<file path="src/rtl/rd_fifo_pkg.sv">
// Shared sizing and pointer type for the single-clock read-domain FIFO.
// Pointers carry one extra wrap bit so full and empty are distinguishable.
package rd_fifo_pkg;

    localparam int DATA_WIDTH = 32;
    localparam int ADDR_WIDTH = 5;
    localparam int DEPTH      = 1 << ADDR_WIDTH;

    typedef logic [ADDR_WIDTH:0]   ptr_t;
    typedef logic [ADDR_WIDTH-1:0] addr_t;
    typedef logic [DATA_WIDTH-1:0] data_t;

    localparam ptr_t FULL_LEVEL = ptr_t'(DEPTH);

    function automatic addr_t ptr_addr(input ptr_t p);
        return p[ADDR_WIDTH-1:0];
    endfunction

endpackage

</file>
<file path="src/rtl/rd_fifo_mem.sv">
// DEPTH x DATA_WIDTH register array: synchronous write, registered read with enable (1 cycle).
// No flow control here; the caller guarantees read and write never target the same live slot.
module rd_fifo_mem
    import rd_fifo_pkg::*;
(
    input  logic  i_clk,
    input  logic  i_rst,
    input  logic  i_wr_en,
    input  addr_t i_wr_addr,
    input  data_t i_wr_data,
    input  logic  i_rd_en,
    input  addr_t i_rd_addr,
    output data_t o_rd_data
);

    data_t r_mem [DEPTH];
    data_t r_rd_data;

    // Storage is deliberately not reset; only the output register is.
    always_ff @(posedge i_clk) begin
        if (i_wr_en) begin
            r_mem[i_wr_addr] <= i_wr_data;
        end
    end

    always_ff @(posedge i_clk) begin
        if (i_rst) begin
            r_rd_data <= '0;
        end else if (i_rd_en) begin
            r_rd_data <= r_mem[i_rd_addr];
        end
    end

    assign o_rd_data = r_rd_data;

endmodule

</file>
<file path="src/rtl/rd_modport.sv">
// 32-entry single-clock FIFO exposing the async FIFO read-domain port set; read data 1 cycle after accept.
// Rejected writes (full) and reads (empty) are dropped and flagged with one-cycle overflow/underflow pulses.
module rd_modport
    import rd_fifo_pkg::*;
(
    input  logic                  rclk,
    input  logic                  sw_rst,
    input  logic                  write_enable,
    input  logic [DATA_WIDTH-1:0] write_data,
    output logic                  wfull,
    output logic                  overflow,
    input  logic                  read_enable,
    input  logic [ADDR_WIDTH-1:0] aempty_value,
    output logic [DATA_WIDTH-1:0] read_data,
    output logic                  rdempty,
    output logic                  rd_almost_empty,
    output logic                  underflow,
    output logic [ADDR_WIDTH:0]   fifo_read_count,
    output logic [ADDR_WIDTH:0]   rd_level
);

    ptr_t r_wptr;
    ptr_t r_rptr;
    logic r_overflow;
    logic r_underflow;

    ptr_t w_level;
    logic w_full;
    logic w_empty;
    logic w_wr_acc;
    logic w_rd_acc;

    // Acceptance uses only pre-edge pointers, so a read on empty never sees a same-cycle write.
    assign w_level  = r_wptr - r_rptr;
    assign w_full   = (w_level == FULL_LEVEL);
    assign w_empty  = (w_level == '0);
    assign w_wr_acc = write_enable && !w_full;
    assign w_rd_acc = read_enable && !w_empty;

    always_ff @(posedge rclk) begin
        if (sw_rst) begin
            r_wptr      <= '0;
            r_rptr      <= '0;
            r_overflow  <= 1'b0;
            r_underflow <= 1'b0;
        end else begin
            if (w_wr_acc) begin
                r_wptr <= r_wptr + ptr_t'(1);
            end
            if (w_rd_acc) begin
                r_rptr <= r_rptr + ptr_t'(1);
            end
            r_overflow  <= write_enable && w_full;
            r_underflow <= read_enable && w_empty;
        end
    end

    rd_fifo_mem u_mem (
        .i_clk     (rclk),
        .i_rst     (sw_rst),
        .i_wr_en   (w_wr_acc && !sw_rst),
        .i_wr_addr (ptr_addr(r_wptr)),
        .i_wr_data (write_data),
        .i_rd_en   (w_rd_acc),
        .i_rd_addr (ptr_addr(r_rptr)),
        .o_rd_data (read_data)
    );

    assign wfull           = w_full;
    assign overflow        = r_overflow;
    assign underflow       = r_underflow;
    assign rdempty         = w_empty;
    assign rd_level        = w_level;
    assign fifo_read_count = r_rptr;
    assign rd_almost_empty = (w_level <= {1'b0, aempty_value});

endmodule

</file>
<file path="config.mk">
export PLATFORM = sky130hd
export DESIGN_NAME = rd_modport
export DESIGN_NICKNAME = d
export VERILOG_FILES = /design/src/rtl/rd_fifo_pkg.sv /design/src/rtl/rd_fifo_mem.sv /design/src/rtl/rd_modport.sv
export SDC_FILE = /design/constraint.sdc
export NUM_CORES = 1
export LEC_CHECK = 0
export ABC_CLOCK_PERIOD_IN_PS = 6300
export CORE_MARGIN = 2
export CORE_UTILIZATION = 35
export CTS_CLUSTER_DIAMETER = 120
export DETAILED_ROUTE_END_ITERATION = 7
export HOLD_SLACK_MARGIN = 0.03
export SLEW_MARGIN = 40
export SYNTH_ARGS = -nofsm -noshare
export SYNTH_HDL_FRONTEND = slang
export SYNTH_HIERARCHICAL = 1
export SYNTH_SLANG_ARGS = --single-unit
</file>
<file path="constraint.sdc">
create_clock -name rclk -period 6.3 [get_ports rclk]
set_clock_uncertainty 0.2 [all_clocks]
set_input_delay 1.575 -clock rclk [delete_from_list [all_inputs] [get_ports rclk]]
set_output_delay 1.575 -clock rclk [all_outputs]
set_load 0.005 [all_outputs]
</file>
==> results.py <==
metrics = {
    "place": {
        "hpwl_um": 56200,
        "gp_congestion": 0.791,
        "post-place-ws_ns": 0.783,
        "io_buffers": 89,
    },
    "critical_path": {
        "worstPathArrival_ns": 3.92,
        "required_ns": 4.53,
        "start_kind": "register",
        "ff2ff_setup_slack_ns": 1.17,
        "end_kind": "output port",
        "critPathMaxFanout": 10,
        "crit_type": "reg2out",
    },
    "cts": {
        "clkTransAtPathRegs_ns": 0.06,
        "holdBufCountCts": 0,
        "clkLatencyLatePin_ns": 0.69,
        "cts_root_buf": "clkbuf_16",
        "cts_tree": "done",
        "h-tree-depth": 3,
        "clock-sinks": 1070,
        "post-cts-setup-buffer-count": 0,
        "cts-resized-gates": 0,
        "numCtsBuffers": 109,
        "ctsLongestPathBuffers": 3,
    },
    "yosys": {
        "synth_adder_area_share_pct": 0.407,
        "yosysUniqueCellTypes": 47,
        "synth_edf_count": 1024,
        "synth_compound_area_share_pct": 7.23,
        "ys_ff_latch": 1070,
        "synthMuxAreaShare_pct": 12.4,
        "synth_top_family_by_area": "multiplexers",
        "ys.flop_type": "edfxtp_1",
        "yosys.area_share.simple_pct": 2.03,
        "ys_async_sr_fraction_pct": 0,
        "syn_nets": 2421,
        "ys_seq_area_share_pct": 75.7,
        "post_synth_inst_count": 2367,
        "synthXorXnorAreaFrac_pct": 0.162,
        "syn_area_um2": 41800,
        "avgSynthCellArea_um2": 17.7,
        "yosysWarningCount": 6,
    },
    "timing": {
        "fin_crit_sh_pct": 90.4,
        "fmax_mhz": 176,
        "finalHoldViolCount": 0,
        "finalSetupViolations": 0,
        "worst_pin_slew_ns": 0.895,
        "fin_ws_ns": 0.602,
        "grt_setup_unrepaired": "false",
        "final_max_slew_viol_count": 0,
        "finalSetupTns_ns": 0,
        "timing.final.crit_period_ns": 5.70,
        "maxSlewHeadroom_pct": 40.3,
    },
    "detailed_routing": {
        "post_drt_wl_per_cell_um": 25.2,
        "ant_nets": 0,
        "wirelength_um": 104000,
        "vias_per_cell": 5.36,
        "drtIter0Drc": 2215,
        "drt_first_pass_iters": 8,
        "via_count": 22146,
        "drc": 0,
    },
    "power_and_ir_drop": {
        "powerDensity_nw_per_um2": 384,
        "p_total_uw": 18600,
        "switching_share_pct": 27.6,
        "p_comb_share_pct": 22.5,
        "p_leak_uw": 0.0151,
        "ir_worst_vdd_uv": 264,
        "seqPwrFrac_pct": 43.3,
        "internal_power_uw": 13400,
        "power.switching_uw": 5120,
        "p_clk_share_pct": 34.2,
    },
    "die": {
        "coreArea_um2": 118000,
        "initial_core_util_pct": 35.4,
        "die_area_um2": 122000,
        "die_width_um": 350,
        "die_h_um": 350,
        "boundaryPins": 90,
        "fp-row-count": 126,
    },
    "global_route": {
        "antenna_found_initial": 1,
        "grt_pass1_vias": 22527,
        "grt_use_total_pct": 16.8,
        "grt_max_degree": 129,
        "grt_pass1_wl_um": 152000,
        "grt_overflow": 0,
    },
    "worst_hold_path": {
        "worstHoldPathType": "reg2reg",
    },
    "final_layout": {
        "layout-drive-gt1-share_pct": 11.6,
        "synthToLayoutAreaGrowth_pct": 15.6,
        "fillers": 10408,
        "utilization_pct": 40.9,
        "finalNetCount": 2556,
    },
    "status": {
        "status": "completed",
    },
    "job": {
        "cap_viol_max_count": 0,
    },
}
kinds of logic (layout without fill, tap and decap cells):
logic type      count (synthesis)  in the layout
mux                           516            516
fa+ha+maj                      13             13
compound gates                447            447
buf+inv                       154            381
other cells                     0              1
xor+xnor                        6              6
flops                        1070           1070
simple gates                  161            161
cell usage in the layout (no fill, tap or decap), types with 14 or more instances in the layout:
cell             instances
buf_4                   52
clkbuf_1                37
edfxtp_1              1024
mux2i_1                514
clkdlybuf4s50_1         65
clkinv_1                18
a22oi_1                256
a21oi_1                141
dfxtp_1                 45
nor2_1                  41
clkinv_2                14
or4_1                   33
buf_2                   24
inv_1                   14
buf_12                  15
nor2_4                  33
a211oi_1                32
clkbuf_16              111
Yosys cell counts (7+ instances only):
| library cell | n | share of area, % |
|---|---|---|
| a21oi_1 | 141 | 1.7 |
| nand2_1 | 8 | 0.072 |
| a211oi_1 | 32 | 0.57 |
| dfxtp_1 | 46 | 2.2 |
| ha_1 | 12 | 0.36 |
| buf_4 | 25 | 0.45 |
| edfxtp_1 | 1024 | 74 |
| o21ai_0 | 8 | 0.096 |
| buf_6 | 23 | 0.62 |
| nor2_1 | 74 | 0.66 |
| clkbuf_1 | 71 | 0.64 |
| or3_1 | 7 | 0.10 |
| buf_1 | 10 | 0.090 |
| mux2i_1 | 514 | 12 |
| or4_1 | 33 | 0.59 |
| inv_1 | 15 | 0.13 |
| a22oi_1 | 256 | 4.6 |
power by group through the flow:
| stage | combinational, uW | sequential [uW] | clock [uW] |
|---|---|---|---|
| global placement | 4100 | 8190 | 0 |
| CTS | 4180 | 8050 | 6470 |
| finish | 4180 | 8040 | 6350 |
| global route | 4460 | 8060 | 6760 |
| floorplan | 3020 | 8170 | 0 |
| detailed placement | 4170 | 8190 | 0 |
stage by stage:
stage / area (um2) / hold WS (ns) / instances
2_1_floorplan: 41800 / 0.273 / 2367
3_3_place_gp: 44800 / 0.279 / 3922
3_5_place_dp: 44800 / 0.278 / 3926
5_1_grt: 48400 / 0.300 / 4131
4_1_cts: 48300 / 0.286 / 4129
6_report: 48400 / 0.283 / 4131
registers in the layout, indices dropped and copies added (netlist names):
signal           count
fifo_read_count      6
overflow             1
r_wptr               6
u_mem/o_rd_data     32
u_mem/r_mem       1024
underflow            1
critical path: stages, from the launching register on:
cell and delay, ns:
dfxtp_1 0.61, inv_1 0.10, ha_1 0.40, nor2_1 0.08, a21oi_1 0.26, xor2_2 0.42
ha_1 0.34, o21a_1 0.12, o21ai_0 0.17, nand2b_1 0.09, a21oi_1 0.15, clkdlybuf4s50_1 0.51
per-layer routing:
| layer | vias up | track usage (%) | wire length [um] |
|---|---|---|---|
| met1 | 11561 | 22.1 | 44200 |
| met4 | 0 | 4.51 | 2230 |
| li1 | 9800 | - | - |
| met5 | - | 0 | 0 |
| met3 | 130 | 2.63 | 5540 |
| met2 | 655 | 28.9 | 52100 |
area by class of cell:
cell class	instances	area [um2]	area share, %
antenna	1	2.50	0.00518
clock buffer	156	3030	6.26
clock inverter	47	512	1.06
inverter	15	57.6	0.119
multi-input combinational	1143	9560	19.8
sequential	1070	31700	65.5
tap	1536	1920	3.97
timing repair buffer	163	1590	3.29
final timing paths:
| kind | cells past startpoint | startpoint | end |
|---|---|---|---|
| max | 11 | fifo_read_count[2] | rd_almost_empty |
| min reg2reg | 2 | u_mem/o_rd_data[1] | u_mem/o_rd_data[1] |
| max reg2reg | 10 | fifo_read_count[1] | u_mem/r_mem[20][12] |
| min | 2 | u_mem/o_rd_data[1] | u_mem/o_rd_data[1] |
Power figures use the tool's default switching activity.
